[src/rtl/ram_port_arbiter.sv]
// Single-port RAM arbiter between instruction fetch (IF) and memory stage (MEM).
// One access per cycle, tagged read returns after a fixed latency, and a stop/drain/halt
// sequence that frees the RAM for an external dump.
module ram_port_arbiter #(
    parameter int unsigned AW         = 9,
    parameter int unsigned DW         = 32,
    parameter int unsigned RD_LAT     = 1,
    parameter int unsigned STARVE_MAX = 3
) (
    input  logic          i_clk,
    input  logic          i_rst_n,
    input  logic          i_if_req,
    input  logic [AW-1:0] i_if_addr,
    output logic          o_if_gnt,
    output logic          o_if_rvalid,
    output logic [DW-1:0] o_if_rdata,
    input  logic          i_mem_req,
    input  logic          i_mem_we,
    input  logic [AW-1:0] i_mem_addr,
    input  logic [DW-1:0] i_mem_wdata,
    output logic          o_mem_gnt,
    output logic          o_mem_rvalid,
    output logic [DW-1:0] o_mem_rdata,
    output logic          o_if_stall,
    output logic          o_mem_stall,
    input  logic          i_stop,
    output logic          o_halted,
    output logic          o_ram_en,
    output logic          o_ram_we,
    output logic [AW-1:0] o_ram_addr,
    output logic [DW-1:0] o_ram_wdata,
    input  logic [DW-1:0] i_ram_rdata
);

    typedef enum logic [1:0] {StRun, StDrain, StHalt} state_e;

    localparam logic [3:0]        StarveMax = 4'(STARVE_MAX);
    // Head of the tag pipe is the top bit; everything below it is still in flight.
    localparam logic [RD_LAT-1:0] HeadMask  = RD_LAT'(1) << (RD_LAT - 1);

    state_e            r_state;
    state_e            w_state_nxt;
    logic [3:0]        r_starve;
    logic [RD_LAT-1:0] r_tag_vld;
    logic [RD_LAT-1:0] r_tag_mem;
    logic [DW-1:0]     r_if_rdata;
    logic [DW-1:0]     r_mem_rdata;

    logic w_run;
    logic w_if_gnt;
    logic w_mem_gnt;
    logic w_rd_push;
    logic w_busy;
    logic w_head_if;
    logic w_head_mem;

    // Grant selection: MEM first unless IF has been starved long enough.
    always_comb begin
        w_run     = i_rst_n && (r_state == StRun);
        w_if_gnt  = 1'b0;
        w_mem_gnt = 1'b0;
        if (w_run) begin
            if (i_if_req && (r_starve == StarveMax)) begin
                w_if_gnt = 1'b1;
            end else if (i_mem_req) begin
                w_mem_gnt = 1'b1;
            end else if (i_if_req) begin
                w_if_gnt = 1'b1;
            end
        end
    end

    // Tag pipe decode: reads push a tag, the head routes RAM data to its owner.
    always_comb begin
        w_rd_push  = w_if_gnt || (w_mem_gnt && !i_mem_we);
        w_busy     = |(r_tag_vld & ~HeadMask);
        w_head_if  = r_tag_vld[RD_LAT-1] && !r_tag_mem[RD_LAT-1];
        w_head_mem = r_tag_vld[RD_LAT-1] && r_tag_mem[RD_LAT-1];
    end

    // Stop handling: stop drains in-flight reads, then parks in HALT until stop drops.
    always_comb begin
        w_state_nxt = r_state;
        unique case (r_state)
            StRun: begin
                if (i_stop) w_state_nxt = StDrain;
            end
            StDrain: begin
                if (!i_stop) begin
                    w_state_nxt = StRun;
                end else if (!w_busy) begin
                    w_state_nxt = StHalt;
                end
            end
            StHalt: begin
                if (!i_stop) w_state_nxt = StRun;
            end
            default: w_state_nxt = StRun;
        endcase
    end

    // State register.
    always_ff @(posedge i_clk or negedge i_rst_n) begin
        if (!i_rst_n) begin
            r_state <= StRun;
        end else begin
            r_state <= w_state_nxt;
        end
    end

    // Starvation counter: counts consecutive IF denials, saturating.
    always_ff @(posedge i_clk or negedge i_rst_n) begin
        if (!i_rst_n) begin
            r_starve <= 4'd0;
        end else if (!i_if_req || w_if_gnt) begin
            r_starve <= 4'd0;
        end else if (r_starve != StarveMax) begin
            r_starve <= r_starve + 4'd1;
        end
    end

    // Tag shift pipe, one stage per cycle of RAM read latency; reset drops all tags.
    always_ff @(posedge i_clk or negedge i_rst_n) begin
        if (!i_rst_n) begin
            r_tag_vld <= '0;
            r_tag_mem <= '0;
        end else begin
            r_tag_vld <= (r_tag_vld << 1) | RD_LAT'(w_rd_push);
            r_tag_mem <= (r_tag_mem << 1) | RD_LAT'(w_mem_gnt);
        end
    end

    // Read-data hold registers keep the last returned word per owner.
    always_ff @(posedge i_clk or negedge i_rst_n) begin
        if (!i_rst_n) begin
            r_if_rdata  <= '0;
            r_mem_rdata <= '0;
        end else begin
            if (w_head_if)  r_if_rdata  <= i_ram_rdata;
            if (w_head_mem) r_mem_rdata <= i_ram_rdata;
        end
    end

    assign o_if_gnt     = w_if_gnt;
    assign o_mem_gnt    = w_mem_gnt;
    assign o_if_rvalid  = w_head_if;
    assign o_mem_rvalid = w_head_mem;
    assign o_if_rdata   = w_head_if  ? i_ram_rdata : r_if_rdata;
    assign o_mem_rdata  = w_head_mem ? i_ram_rdata : r_mem_rdata;
    assign o_if_stall   = i_rst_n && i_if_req && !w_if_gnt;
    assign o_mem_stall  = i_rst_n && i_mem_req && !w_mem_gnt;
    assign o_halted     = (r_state == StHalt);
    assign o_ram_en     = w_if_gnt || w_mem_gnt;
    assign o_ram_we     = w_mem_gnt && i_mem_we;
    assign o_ram_addr   = w_if_gnt ? i_if_addr : (w_mem_gnt ? i_mem_addr : '0);
    assign o_ram_wdata  = w_mem_gnt ? i_mem_wdata : '0;

endmodule

[config.mk]
export PLATFORM = sky130hd
export DESIGN_NAME = ram_port_arbiter
export DESIGN_NICKNAME = d
export VERILOG_FILES = /design/src/rtl/ram_port_arbiter.sv
export SDC_FILE = /design/constraint.sdc
export NUM_CORES = 1
export LEC_CHECK = 0
export CORE_ASPECT_RATIO = 1.5
export CORE_UTILIZATION = 35
export DETAILED_ROUTE_END_ITERATION = 16
export PLACE_DENSITY = 0.85
export SLEW_MARGIN = 25
export SYNTH_ARGS = -nofsm -noshare
export SYNTH_HDL_FRONTEND = slang
export SYNTH_SLANG_ARGS = --single-unit
[constraint.sdc]
create_clock -name i_clk -period 2.4 [get_ports i_clk]
set_clock_uncertainty 0.15 [all_clocks]
set_input_delay 0.48 -clock i_clk [delete_from_list [all_inputs] [get_ports i_clk]]
set_output_delay 0.48 -clock i_clk [all_outputs]
set_load 0.01 [all_outputs]
==> results of run 1 <==
worst paths after layout:
check,cells past startpoint,from,to,slack [ps]
max in group asynchronous,3,i_rst_n,r_mem_rdata[21],1140
setup / recovery,8,r_starve[0],o_ram_addr[7],-160
setup reg to reg,8,r_starve[0],r_tag_vld,550
hold / removal,1,r_if_rdata[5],r_if_rdata[5],340
min in group asynchronous,3,i_rst_n,r_state[0],360
hold reg to reg,1,r_if_rdata[5],r_if_rdata[5],340
what timing repair did:
action / CTS / global route
setup endpoints to repair: 111 / 103
hold buffers: 1 / 0
setup buffers: 9 / 8
cloned: 8 / 5
hold endpoints to repair: 1 / 0
gates resized for setup: 299 / 160
pin swaps: 22 / 22
cells by family after synthesis:
logic type                 share of synthesized area (%)
and+or+nand+nor                                     13.5
buffers and inverters                               2.93
xor gates and xnor gates                           0.274
adders and majority gates                          0.391
AOI/OAI and AO/OA                                   4.07
DFF                                                 56.3
muxes                                               22.5
where the power goes:
part	internal, mW	switching (mW)	total [mW]
registers	1.62	0.108	1.73
logic	1.06	0.868	1.93
clock network	0.931	0.483	1.41
total	3.61	1.46	5.07
routing by layer:
metal,vias to the layer above,global-route usage [%],routed length (um)
li1,1359,-,-
met5,-,0,11
met4,2,10.2,401
met3,27,8.74,1000
met1,1437,22.9,3980
met2,169,41.8,6180
layout make-up:
class / count / area (um2)
multi-input combinational: 160 / 1520
timing repair buffer: 251 / 2450
antenna: 2 / 5.00
clock buffer: 10 / 239
sequential: 72 / 1800
inverter: 4 / 15.0
clock inverter: 5 / 81.3
tap: 110 / 138
fill: 618 / 2580
cells in the final DEF, fill, tap and decap left out, types with 3 or more instances in the layout:
master,synthesis,routed
buf_4,1,25
buf_12,0,4
buf_16,0,4
mux2_4,0,3
mux2_2,64,61
clkbuf_16,0,11
o22ai_2,0,5
o22ai_1,9,3
buf_2,3,14
clkdlybuf4s50_1,0,88
clkdlybuf4s15_1,0,34
dfrtp_1,72,72
a21oi_1,3,3
clkbuf_2,0,30
and2_4,0,31
nand2_1,20,17
inv_1,4,4
o21ai_0,5,3
buf_6,3,45
state kept, by name (all words and copies together) (netlist names):
register     flops
r_tag_vld        1
r_if_rdata      32
r_mem_rdata     32
r_state          2
r_tag_mem        1
r_starve         4
worst max-delay path: stages, from the launching register on:
cell and delay [ps]:
dfrtp_1 350, ha_2 200, buf_4 120, nor3b_4 250
o21ai_2 100, buf_4 150, buf_6 120, o22ai_2 160
buf_2 150
==> flow_metrics.env, run 1 <==
export IMPL_slew_viol_final=0
export IMPL_period_needed_ps=2560
export IMPL_synth_cell_area_um2=3200
export IMPL_dieArea_um2=9530
export IMPL_drive_gt1_share_pct=51.4
export IMPL_htree_levels=3
export IMPL_cts_buffers=9
export IMPL_rows=42
export IMPL_arrival_ps=1930
export IMPL_fp_dieW_um=80.1
export IMPL_antenna_found_initial=4
export IMPL_synth_cell_types=34
export IMPL_cts_tree="yes"
export IMPL_drc=0
export IMPL_dp_cells=570
export IMPL_root_buffer="clkbuf_16"
export IMPL_grt_pass1_vias=3188
export IMPL_insertion_delay_ps=320
export IMPL_maxCapViolations=0
export IMPL_die_h_um=119
export IMPL_synthTopCellsByCount="dfrtp_1, mux2_2, and2_1, nand2_1, o22ai_1"
export IMPL_globalRouteOverflowTotal=0
export IMPL_worstPathRequired_ps=1770
export IMPL_placed_area_um2=5490
export IMPL_synth_top_area_share_pct=56.3
export IMPL_ant_nets=0
export IMPL_synth_seq_area_share_pct=56.3
export IMPL_ios=202
export IMPL_dp_hpwl_um=7630
export IMPL_final_area_um2=6250
export IMPL_layout_setup_ws_ps=-156
export IMPL_fin_tns_setup_ps=-4530
export IMPL_holdWs_ps=345
export IMPL_initial_core_util_pct=36.2
export IMPL_cp_max_fo=5
export IMPL_rsz0062_at_grt="yes"
export IMPL_drt_vias_per_instance=4.88
export IMPL_dp_slack_ps=-480
export IMPL_power_mw=5.07
export IMPL_ys_top_cells_by_area="dfrtp_1, mux2_2, and2_1"
export IMPL_fin_cells=614
export IMPL_post_synth_top_count_cell="dfrtp_1"
export IMPL_core_um2=8830
export IMPL_routed_wl_um=11600
export IMPL_clk_pin_slew_ps=50
export IMPL_first_iter_violations=102
export IMPL_synthToLayoutAreaGrowth_pct=95.4
export IMPL_finalCritPeriodShare_pct=106
export IMPL_wl_per_cell_um=18.8
export IMPL_nNetsFinal=587
export IMPL_final_util_pct=70.8
export IMPL_synthArstFlopShare_pct=100
export IMPL_synth_area_leader_cell="dfrtp_1"
export IMPL_critical_path_class="reg -> out"
export IMPL_peakVddDrop_uv=389
export IMPL_run_status="finished with violations"
export IMPL_grt_pass1_wl_um=16200
export IMPL_power_density_nw_per_um2=811
export IMPL_failed_checks="negative setup slack"
export IMPL_ys_warn_count=0
export IMPL_hold_class="reg -> reg"
export IMPL_numClockSinks=72
export IMPL_tightest_slew_ps=904
export IMPL_timing_fmax_mhz=391
export IMPL_grt_max_degree=72
export IMPL_leakage_nw=2.89
export IMPL_gp_congestion=0.862
export IMPL_finalSetupViolCount=44
export IMPL_synth_edff_count=0
export IMPL_port_buffers=201
export IMPL_max_slew_margin_pct=39.7
export IMPL_cp_end_kind="output port"
export IMPL_hold_violations=0
export IMPL_synth_cells=248
export IMPL_cp_start_kind="flop"
export IMPL_firstDrtPassIters=5
export IMPL_track_usage_pct=23.1
export IMPL_synth_nets=337
export IMPL_ys_flop_type="dfrtp_1"
export IMPL_dr_total_vias=2994
export IMPL_synth_avg_cell_area_um2=12.9
export IMPL_clockBufferDepth=2
export IMPL_ys_ff_latch=72
Note: power is estimated with default switching activity, not from simulation.
==> run 2, diff against run 1 <==
==> constraint.sdc (replaced) <==
create_clock -name i_clk -period 2.4 [get_ports i_clk]
set_clock_uncertainty 0.15 [all_clocks]
set_input_delay 0.36 -clock i_clk [delete_from_list [all_inputs] [get_ports i_clk]]
set_output_delay 0.36 -clock i_clk [all_outputs]
set_load 0.01 [all_outputs]
==> flow_metrics.env, run 2 (same netlist as run 1, synthesis figures left out) <==
export IMPL_run_status="finished with violations"
export IMPL_failed_checks="negative setup slack"
export IMPL_fin_tns_setup_ps=-69.2
export IMPL_slowest_delay_ps=420
export IMPL_die_h_um=119
export IMPL_drive_gt1_share_pct=37.5
export IMPL_grt_pass1_wl_um=16600
export IMPL_multi_input_area_um2=1410
export IMPL_htree_levels=3
export IMPL_crit_top_cell="buf_6"
export IMPL_grt_max_degree=72
export IMPL_first_iter_violations=127
export IMPL_clockBufferDepth=2
export IMPL_power_density_nw_per_um2=827
export IMPL_routed_wl_um=11000
export IMPL_fin_cells=605
export IMPL_antenna_found_initial=4
export IMPL_finalCritPeriodShare_pct=102
export IMPL_slew_viol_final=0
export IMPL_port_buffers=201
export IMPL_wl_per_cell_um=18.2
export IMPL_leakage_nw=2.82
export IMPL_fp_dieW_um=80.1
export IMPL_most_common_layout_cells="clkdlybuf4s50_1, dfrtp_1, mux2_2, dlygate4sd2_1, buf_4"
export IMPL_dr_total_vias=2922
export IMPL_firstDrtPassIters=4
export IMPL_dp_cells=567
export IMPL_seqCellArea_um2=1800
export IMPL_cp_start_kind="flop"
export IMPL_mostFrequentLayoutCell="clkdlybuf4s50_1"
export IMPL_rows=42
export IMPL_path_cells="or3b_4 -> nor3_4 -> buf_6 -> buf_12 -> buf_6 -> and2_4 -> buf_6"
export IMPL_maxCapViolations=0
export IMPL_clk_pin_slew_ps=60
export IMPL_ant_nets=0
export IMPL_ios=202
export IMPL_reg_largest_list="r_if_rdata: 32 flops, r_mem_rdata: 32 flops, r_starve: 4 flops"
export IMPL_insertion_delay_ps=320
export IMPL_worstPathRequired_ps=1890
export IMPL_cp_max_fo=6
export IMPL_gp_congestion=0.861
export IMPL_timing_fmax_mhz=410
export IMPL_critical_path_class="reg -> out"
export IMPL_tightest_slew_ps=891
export IMPL_hold_violations=0
export IMPL_track_usage_pct=23.9
export IMPL_dieArea_um2=9530
export IMPL_core_um2=8830
export IMPL_numClockSinks=72
export IMPL_hold_class="in -> async"
export IMPL_arrival_ps=1930
export IMPL_cts_tree="yes"
export IMPL_cts_buffers=9
export IMPL_max_slew_margin_pct=40.6
export IMPL_cp_end_kind="output port"
export IMPL_n_fill_cell=692
export IMPL_finalSetupViolCount=2
export IMPL_wl_met1_um=3780
export IMPL_peakVddDrop_uv=503
export IMPL_synthToLayoutAreaGrowth_pct=87.8
export IMPL_layout_setup_ws_ps=-36.8
export IMPL_root_buffer="clkbuf_16"
export IMPL_globalRouteOverflowTotal=0
export IMPL_dp_hpwl_um=7490
export IMPL_holdWs_ps=275
export IMPL_drt_vias_per_instance=4.83
export IMPL_route_met2_wl_um=6050
export IMPL_rsz0062_at_grt="yes"
export IMPL_grt_pass1_vias=3240
export IMPL_crit_slowest_cell="or3b_4"
export IMPL_initial_core_util_pct=36.2
export IMPL_wl_met3_um=958
export IMPL_dr_max_layer_used="met5"
export IMPL_nNetsFinal=577
export IMPL_drc=0
export IMPL_period_needed_ps=2440
[run 2: critical path: cells and delay by family, from the launching register on]
kind,cells,cell delay [ps]
buf+inv,4,470
flops,1,390
simple gates,3,740
[run 2: worst paths after layout]
kind                                 startpoint  cells after the start               to  slack, ps
worst max register to register       r_state[1]                      6        r_tag_mem        720
worst max-delay path                 r_state[1]                      7  o_ram_wdata[27]        -40
worst min register to register  r_mem_rdata[12]                      1  r_mem_rdata[12]        340
max in group asynchronous               i_rst_n                      3        r_tag_vld       1210
worst min-delay path                    i_rst_n                      3      r_starve[2]        270
min in group i_clk              r_mem_rdata[12]                      1  r_mem_rdata[12]        340
[run 2: layout make-up]
type | instances | area share [%]
Multi-Input combinational cell | 160 | 23.4
Sequential cell | 72 | 30.0
Inverter | 4 | 0.250
Antenna cell | 2 | 0.0833
Tap cell | 110 | 2.29
Clock inverter | 3 | 1.08
Clock buffer | 13 | 4.17
Timing Repair Buffer | 241 | 38.7
[run 2: repair_timing]
action | CTS | global route
endpoints found under the setup margin | 101 | 46
pin swaps | 11 | 13
setup buffers | 9 | 5
hold buffers | 1 | 0
gates resized for setup | 248 | 41
cloned | 7 | 0
hold endpoints to repair | 1 | 0
[run 2: report_power, final]
part           switching [mW]  leakage [nW]  total [mW]  internal [mW]
clock network           0.471         0.154        1.41          0.937
logic                   0.812          1.82        1.83           1.02
registers               0.112         0.851        1.73           1.62
[run 2: per-layer routing]
layer / global-route usage, % / vias to the layer above
met3: 8.74 / 14
met2: 43.6 / 152
met4: 7.81 / 2
met5: 0 / -
met1: 24.5 / 1415
li1: - / 1339
[run 2: metrics by stage]
stage	util, %	power, mW	cell area [um2]	setup WS, ps
floorplan	-	2.54	3200	367
global placement	61.9	3.72	5460	-207
detailed placement	61.9	3.80	5460	-252
CTS	66.2	4.99	5850	-108
global route	68.0	5.24	6000	-138
finish	68.0	4.97	6010	-36.8
